File: src/rtl/jtag_pkg.sv
// Shared definitions for the s9234 TAP controller.
// Contents: TAP state encoding (standard 1149.1 codes), instruction opcodes,
// the IR capture pattern, and a helper that maps an opcode to the data
// register chain it selects.
package jtag_pkg;

  localparam int IR_W = 3;

  typedef enum logic [3:0] {
    EXIT2_DR         = 4'h0,
    EXIT1_DR         = 4'h1,
    SHIFT_DR         = 4'h2,
    PAUSE_DR         = 4'h3,
    SELECT_IR        = 4'h4,
    UPDATE_DR        = 4'h5,
    CAPTURE_DR       = 4'h6,
    SELECT_DR        = 4'h7,
    EXIT2_IR         = 4'h8,
    EXIT1_IR         = 4'h9,
    SHIFT_IR         = 4'hA,
    PAUSE_IR         = 4'hB,
    RUN_IDLE         = 4'hC,
    UPDATE_IR        = 4'hD,
    CAPTURE_IR       = 4'hE,
    TEST_LOGIC_RESET = 4'hF
  } tap_state_t;

  localparam logic [IR_W-1:0] OP_EXTEST  = 3'b000;
  localparam logic [IR_W-1:0] OP_SAMPLE  = 3'b001;
  localparam logic [IR_W-1:0] OP_INTSCAN = 3'b010;
  localparam logic [IR_W-1:0] OP_BYPASS  = 3'b111;

  localparam logic [IR_W-1:0] IR_CAPTURE = 3'b001;

  typedef enum logic [1:0] {
    CHAIN_BSR,
    CHAIN_ISR,
    CHAIN_BYP
  } chain_t;

  // Unknown opcodes fall through to the bypass register.
  function automatic chain_t chain_of(input logic [IR_W-1:0] op);
    case (op)
      OP_EXTEST, OP_SAMPLE: chain_of = CHAIN_BSR;
      OP_INTSCAN:           chain_of = CHAIN_ISR;
      default:              chain_of = CHAIN_BYP;
    endcase
  endfunction

endpackage

File: src/rtl/jtag_tap_ctrl_if.sv
// Signal bundle between the test-access driver and the TAP controller.
//   TMS, TDI          : serial test inputs
//   TDO_BSR, TDO_ISR  : serial outputs of the boundary / internal scan chains
//   clockdr..updatedr : boundary-scan chain controls
//   *_is              : internal-scan chain controls
//   TDO               : serial test data out
//   tap_state, ir     : current TAP state and active instruction (debug)
// master = driver side, slave = TAP controller side.
interface jtag_tap_ctrl_if;

  logic                      TMS;
  logic                      TDI;
  logic                      TDO_BSR;
  logic                      TDO_ISR;
  logic                      clockdr;
  logic                      shiftdr;
  logic                      updatedr;
  logic                      clockdr_is;
  logic                      shiftdr_is;
  logic                      updatedr_is;
  logic                      TDO;
  logic [3:0]                tap_state;
  logic [jtag_pkg::IR_W-1:0] ir;

  modport master (
    output TMS, TDI, TDO_BSR, TDO_ISR,
    input  clockdr, shiftdr, updatedr, clockdr_is, shiftdr_is, updatedr_is,
    input  TDO, tap_state, ir
  );

  modport slave (
    input  TMS, TDI, TDO_BSR, TDO_ISR,
    output clockdr, shiftdr, updatedr, clockdr_is, shiftdr_is, updatedr_is,
    output TDO, tap_state, ir
  );

endinterface

File: src/rtl/jtag_tap_fsm.sv
// TAP state register and next-state logic.
//   TCLK  : test clock
//   TRST  : synchronous active-low reset
//   tms   : test mode select
//   state : registered TAP state
//
// state            | meaning
// TEST_LOGIC_RESET | test logic idle, ir forced to BYPASS
// RUN_IDLE         | idle between scans
// SELECT_DR/IR     | branch choice: DR scan, IR scan, or back to reset
// CAPTURE_DR/IR    | load the selected register
// SHIFT_DR/IR      | shift TDI in, serial out on TDO
// EXIT1_DR/IR      | leave shift: update or pause
// PAUSE_DR/IR      | hold shift registers
// EXIT2_DR/IR      | leave pause: update or resume shift
// UPDATE_DR/IR     | commit shifted data
module jtag_tap_fsm
  import jtag_pkg::*;
(
  input  logic       TCLK,
  input  logic       TRST,
  input  logic       tms,
  output tap_state_t state
);

  always_ff @(posedge TCLK) begin
    if (!TRST) begin
      state <= TEST_LOGIC_RESET;
    end else begin
      case (state)
        TEST_LOGIC_RESET: if (!tms) state <= RUN_IDLE;
        RUN_IDLE:         if (tms)  state <= SELECT_DR;
        SELECT_DR:        state <= tms ? SELECT_IR : CAPTURE_DR;
        CAPTURE_DR:       state <= tms ? EXIT1_DR  : SHIFT_DR;
        SHIFT_DR:         if (tms)  state <= EXIT1_DR;
        EXIT1_DR:         state <= tms ? UPDATE_DR : PAUSE_DR;
        PAUSE_DR:         if (tms)  state <= EXIT2_DR;
        EXIT2_DR:         state <= tms ? UPDATE_DR : SHIFT_DR;
        UPDATE_DR:        state <= tms ? SELECT_DR : RUN_IDLE;
        SELECT_IR:        state <= tms ? TEST_LOGIC_RESET : CAPTURE_IR;
        CAPTURE_IR:       state <= tms ? EXIT1_IR  : SHIFT_IR;
        SHIFT_IR:         if (tms)  state <= EXIT1_IR;
        EXIT1_IR:         state <= tms ? UPDATE_IR : PAUSE_IR;
        PAUSE_IR:         if (tms)  state <= EXIT2_IR;
        EXIT2_IR:         state <= tms ? UPDATE_IR : SHIFT_IR;
        UPDATE_IR:        state <= tms ? SELECT_DR : RUN_IDLE;
        default:          state <= TEST_LOGIC_RESET;
      endcase
    end
  end

endmodule

File: src/rtl/jtag_tap_ctrl.sv
// TAP controller and instruction register for the s9234 test wrapper.
// Generates the boundary-scan and internal-scan chain controls from the TAP
// state and current instruction, holds the 1-bit bypass register, and
// multiplexes the selected serial output onto TDO.
//   TCLK : test clock, all state changes on the rising edge
//   TRST : synchronous active-low reset
//   jif  : slave side of jtag_tap_ctrl_if (TMS/TDI in, chain controls,
//          TDO, tap_state and ir out)
module jtag_tap_ctrl
  import jtag_pkg::*;
(
  input logic            TCLK,
  input logic            TRST,
  jtag_tap_ctrl_if.slave jif
);

  tap_state_t      state;
  logic [IR_W-1:0] ir_q;
  logic [IR_W-1:0] ir_shift;
  logic            bypass_q;
  chain_t          chain;
  logic            dr_clk_en;
  logic            dr_shift_en;
  logic            dr_update_en;
  logic            tdo_mux;

  jtag_tap_fsm u_fsm (
    .TCLK  (TCLK),
    .TRST  (TRST),
    .tms   (jif.TMS),
    .state (state)
  );

  assign chain = chain_of(ir_q);

  always_ff @(posedge TCLK) begin
    if (!TRST) begin
      ir_q     <= OP_BYPASS;
      ir_shift <= '0;
      bypass_q <= 1'b0;
    end else begin
      case (state)
        CAPTURE_IR: ir_shift <= IR_CAPTURE;
        SHIFT_IR:   ir_shift <= {jif.TDI, ir_shift[IR_W-1:1]};
        default:    ;
      endcase

      if (state == TEST_LOGIC_RESET)
        ir_q <= OP_BYPASS;
      else if (state == UPDATE_IR)
        ir_q <= ir_shift;

      if (chain == CHAIN_BYP) begin
        if (state == CAPTURE_DR)
          bypass_q <= 1'b0;
        else if (state == SHIFT_DR)
          bypass_q <= jif.TDI;
      end
    end
  end

  // Chain-independent DR strobes, then steered to one chain by the opcode.
  always_comb begin
    dr_clk_en    = (state == CAPTURE_DR) || (state == SHIFT_DR);
    dr_shift_en  = (state == SHIFT_DR);
    dr_update_en = (state == UPDATE_DR);
  end

  always_comb begin
    jif.clockdr     = 1'b0;
    jif.shiftdr     = 1'b0;
    jif.updatedr    = 1'b0;
    jif.clockdr_is  = 1'b0;
    jif.shiftdr_is  = 1'b0;
    jif.updatedr_is = 1'b0;
    case (chain)
      CHAIN_BSR: begin
        jif.clockdr  = dr_clk_en;
        jif.shiftdr  = dr_shift_en;
        // SAMPLE only observes; the boundary outputs must not be updated.
        jif.updatedr = dr_update_en && (ir_q == OP_EXTEST);
      end
      CHAIN_ISR: begin
        jif.clockdr_is  = dr_clk_en;
        jif.shiftdr_is  = dr_shift_en;
        jif.updatedr_is = dr_update_en;
      end
      default: ;
    endcase
  end

  always_comb begin
    tdo_mux = 1'b0;
    if (state == SHIFT_IR) begin
      tdo_mux = ir_shift[0];
    end else if (state == SHIFT_DR) begin
      case (chain)
        CHAIN_BSR: tdo_mux = jif.TDO_BSR;
        CHAIN_ISR: tdo_mux = jif.TDO_ISR;
        default:   tdo_mux = bypass_q;
      endcase
    end
  end

  assign jif.TDO       = tdo_mux;
  assign jif.tap_state = state;
  assign jif.ir        = ir_q;

endmodule

File: src/flat_wrapper.sv
// flat-port wrapper written by rule: the top's interface ports become plain ports
module jtag_tap_ctrl_flat import jtag_pkg::*;
  (TCLK, TRST, jif_TMS, jif_TDI, jif_TDO_BSR, jif_TDO_ISR, jif_clockdr, jif_shiftdr, jif_updatedr, jif_clockdr_is, jif_shiftdr_is, jif_updatedr_is, jif_TDO, jif_tap_state, jif_ir);
  jtag_tap_ctrl_if jif_i ();
  input logic TCLK;
  input logic TRST;
  input wire logic [$bits(jif_i.TMS)-1:0] jif_TMS;
  input wire logic [$bits(jif_i.TDI)-1:0] jif_TDI;
  input wire logic [$bits(jif_i.TDO_BSR)-1:0] jif_TDO_BSR;
  input wire logic [$bits(jif_i.TDO_ISR)-1:0] jif_TDO_ISR;
  output wire logic [$bits(jif_i.clockdr)-1:0] jif_clockdr;
  output wire logic [$bits(jif_i.shiftdr)-1:0] jif_shiftdr;
  output wire logic [$bits(jif_i.updatedr)-1:0] jif_updatedr;
  output wire logic [$bits(jif_i.clockdr_is)-1:0] jif_clockdr_is;
  output wire logic [$bits(jif_i.shiftdr_is)-1:0] jif_shiftdr_is;
  output wire logic [$bits(jif_i.updatedr_is)-1:0] jif_updatedr_is;
  output wire logic [$bits(jif_i.TDO)-1:0] jif_TDO;
  output wire logic [$bits(jif_i.tap_state)-1:0] jif_tap_state;
  output wire logic [$bits(jif_i.ir)-1:0] jif_ir;
  assign jif_i.TMS = jif_TMS;
  assign jif_i.TDI = jif_TDI;
  assign jif_i.TDO_BSR = jif_TDO_BSR;
  assign jif_i.TDO_ISR = jif_TDO_ISR;
  assign jif_clockdr = jif_i.clockdr;
  assign jif_shiftdr = jif_i.shiftdr;
  assign jif_updatedr = jif_i.updatedr;
  assign jif_clockdr_is = jif_i.clockdr_is;
  assign jif_shiftdr_is = jif_i.shiftdr_is;
  assign jif_updatedr_is = jif_i.updatedr_is;
  assign jif_TDO = jif_i.TDO;
  assign jif_tap_state = jif_i.tap_state;
  assign jif_ir = jif_i.ir;
  jtag_tap_ctrl u_core (.TCLK(TCLK), .TRST(TRST), .jif(jif_i));
endmodule
File: config.mk
export PLATFORM = sky130hd
export DESIGN_NAME = jtag_tap_ctrl_flat
export DESIGN_NICKNAME = d
export VERILOG_FILES = /design/src/rtl/jtag_pkg.sv /design/src/rtl/jtag_tap_ctrl_if.sv /design/src/rtl/jtag_tap_fsm.sv /design/src/rtl/jtag_tap_ctrl.sv /design/src/flat_wrapper.sv
export SDC_FILE = /design/constraint.sdc
export NUM_CORES = 1
export LEC_CHECK = 0
export ABC_AREA = 1
export BUFFER_PORTS_ARGS = -buffer_cell sky130_fd_sc_hd__buf_4
export CAP_MARGIN = 20
export CORE_MARGIN = 3
export CORE_UTILIZATION = 36
export DETAILED_ROUTE_END_ITERATION = 16
export SLEW_MARGIN = 10
export SYNTH_ARGS = -nofsm -noshare
export SYNTH_HDL_FRONTEND = slang
export SYNTH_SLANG_ARGS = --single-unit
File: constraint.sdc
create_clock -name TCLK -period 1.4 [get_ports TCLK]
set_input_delay 0.14 -clock TCLK [delete_from_list [all_inputs] [get_ports TCLK]]
set_output_delay 0.14 -clock TCLK [all_outputs]
set_load 0.02 [all_outputs]
==> summary.txt <==
Run status
  – Status: finished with violations
  – Violated checks: setup timing

Layout
  – Layout Cells excl Fill: 177
  – Final core occ: 60.41%
  – Share of layout cells above drive strength 1: 46.05%
  – Final #Nets: 159
  – Diode count: 0
  – Layout filler cell count: 180
  – Final instance area: 0.001100 mm2
  – Synthesis-to-finish area growth: 51.55%

Timing
  – Normalized max-slew margin: 85.30%
  – Tmin final: 1453 ps
  – Fin Hold WS: 109.3 ps
  – Worst slew pin tran: 219.7 ps
  – Setup violators final: 1
  – RSZ-0062 raised after global routing: true
  – Max-slew violation count: 0
  – Final period util: 103.8%
  – Highest clock rate: 688.2 MHz
  – Final Hold Fails: 0
  – Setup TNS: -53.15 ps
  – Worst Skew: 2.540 ps
  – Final setup margin: -53.15 ps

Place
  – Placer Congestion: 0.8716
  – Pre-CTS worst setup slack: 110.7 ps
  – DP Cell Count: 166
  – DP Wirelength: 1569 um
  – I/O Buffers: 19
  – DP Area: 942.2 um2

Clock tree
  – CTS Hold Bufs: 0
  – Total CTS buffers: 3
  – CTS sink count: 11
  – Worst skew pair latency: 270 ps
  – Clock transition at path regs: 70 ps
  – Clock Tree Root: clkbuf_4
  – CTS tree: done
  – CTS Buffer Depth: 2
  – H-tree levels: 1

Synth
  – Yosys cell types: 19
  – Yosys reg bits: 11
  – Multiplexer share of the synthesized area: 0%
  – Share of Yosys cell area claimed by the top area cell type: 30.34%
  – Cell taking the most area after synthesis: dfxtp_1
  – Synth Area in Compound Gates: 12.59%
  – Synth Area in Adders: 0%
  – Synthesized cell area: 725.7 um2
  – Post-synthesis sequential area ratio: 30.34%
  – XOR/XNOR Fraction of Synth Area: 0%
  – Ranking of synthesized cells by area: dfxtp_1, nand2_1, nand3_1
  – Synth Warn #: 0
  – Largest family of logic cells by synthesized area: simple AND/OR/NAND/NOR gates
  – Synthesized net count: 123
  – Syn Area/Cell: 6.203 um2
  – Cells after Synth: 117
  – Simple-Gate Fraction of Synth Area: 47.76%

Pwr
  – Clock Power Share: 10.0%
  – Comb power frac: 64.3%
  – Part of the power in registers: 25.7%
  – P_int: 1.116 mW
  – Sw power: 1.035 mW
  – Leakage: 0.5208 nW
  – Sw frac: 48.12%
  – Final Power: 2.151 mW
  – Power per cell area: 1956 mW/mm2
  – Peak supply drop: 1.127 mV

Worst setup path
  – Cell family with most CP delay: flip-flops
  – CP Launch Type: flop
  – Required time of the critical path: 1260 ps
  – Crit path DAT: 1310 ps
  – WP buf/inv: 2
  – CP Cell Sequence: buf_6 > nor2_8 > nand2_2 > a31o_1 > o21ai_1 > buf_4
  – CP Capture Type: primary output
  – Max stage delay on crit path: 340 ps
  – Crit Path Max Fanout: 4
  – CP max-delay cell: dfxtp_2
  – CP Class: reg -> out

Drt
  – Routed WL: 2097 um
  – DR vias: 883
  – Drt first pass iters: 6
  – Post-route DRC: 0
  – Drt first-iter violations: 26
  – Vias per cell: 4.989
  – Post-route ant nets: 0
  – Routed len/inst: 11.85 um

Floorplan
  – Core Area: 0.001821 mm2
  – Row cnt: 15
  – Die area: 0.002590 mm2
  – Initial Util: 39.86%
  – Die width: 50.90 um
  – Die height: 50.90 um
  – Ports: 20

Global route
  – Number of global-route vias before repair: 822
  – Initial antenna violation count: 0
  – Gr usage total: 17.74%
  – Gr ovfl total: 0
  – Largest net degree at the start of global routing: 8
  – First-pass GRT wire length: 3470 um

Worst hold path
  – Hold Path Class: in -> reg

Flow run
  – Max-cap viol count: 0
cell type report:
| type | instances | area, um2 | share of cell area [%] |
|---|---|---|---|
| multi-input cells | 89 | 491.7 | 44.71 |
| repair buffers | 32 | 255.2 | 23.21 |
| flip-flops and latches | 11 | 232.7 | 21.16 |
| inverters | 16 | 62.56 | 5.688 |
| well taps | 25 | 31.28 | 2.844 |
| clock buffers | 4 | 26.28 | 2.389 |
what timing repair did:
item,4_1_cts,5_1_grt
setup endpoints to repair,6,9
resized for setup,16,17
buffers inserted,5,3
pin swaps,2,2
final timing paths:
check	depth (start not counted)	end	slack [ps]	startpoint
worst max register to register	9	u_core.u_fsm.state[0]$_SDFFE_PN1P_	120	u_core.u_fsm.state[3]$_SDFFE_PN1P_
worst max-delay path	6	jif_TDO	-50	u_core.u_fsm.state[0]$_SDFFE_PN1P_
worst min-delay path	2	u_core.u_fsm.state[3]$_SDFFE_PN1P_	110	TRST
worst min register to register	2	u_core.ir_shift[0]$_SDFFE_PN0P_	490	u_core.ir_shift[0]$_SDFFE_PN0P_
kinds of logic (layout without fill, tap and decap cells):
logic type             Yosys count  count (layout)
buffers and inverters           17              52
and+or+nand+nor                 74              74
DFF                             11              11
AOI/OAI and AO/OA               15              15
power groups by stage:
stage / sequential [mW] / clock, mW / combinational, mW
after CTS: 0.532 / 0.225 / 1.27
after global placement: 0.509 / 0 / 1.16
after floorplan: 0.611 / 0 / 0.685
final: 0.553 / 0.215 / 1.38
after detailed placement: 0.517 / 0 / 1.16
after global routing: 0.565 / 0.238 / 1.53
cell usage after synthesis, drive strengths merged:
cell type   n
a211oi      1
a21oi       5
a31o        1
buf         1
clkinv      1
dfxtp      11
inv        15
nand2      36
nand3      15
nand4       2
nor2       20
nor3        1
o211ai      4
o21ai       4
cells in the final DEF, fill, tap and decap left out, types with 2 or more instances in the layout:
master     n
dfxtp_4    2
dfxtp_1    5
o211ai_1   4
nand4_1    2
inv_1      7
nor2_1    10
nand2_1   30
o21ai_0    2
buf_6      4
clkbuf_4   3
dfxtp_2    4
a21oi_1    5
nand2_2    6
nand3_2    3
inv_2      7
nor2_2     5
nor2_4     4
buf_4     28
nand3_1   12
layer usage:
metal / wire length [um] / share of wire (%) / global-route usage, % / vias to the layer above
li1: - / - / - / 448
met3: 139 / 6.6 / 6.122 / 4
met5: 0 / 0 / 0 / -
met1: 912 / 43 / 19.64 / 399
met4: 21 / 1.0 / 6.278 / 0
met2: 1024 / 49 / 31.30 / 32
sequential cells by signal, indices dropped and copies added, names as in the netlist:
| signal | count |
|---|---|
| u_core.bypass_q | 1 |
| u_core.ir_shift | 3 |
| u_core.jif.ir | 3 |
| u_core.u_fsm.state | 4 |
Note: power is estimated with default switching activity, not from simulation.
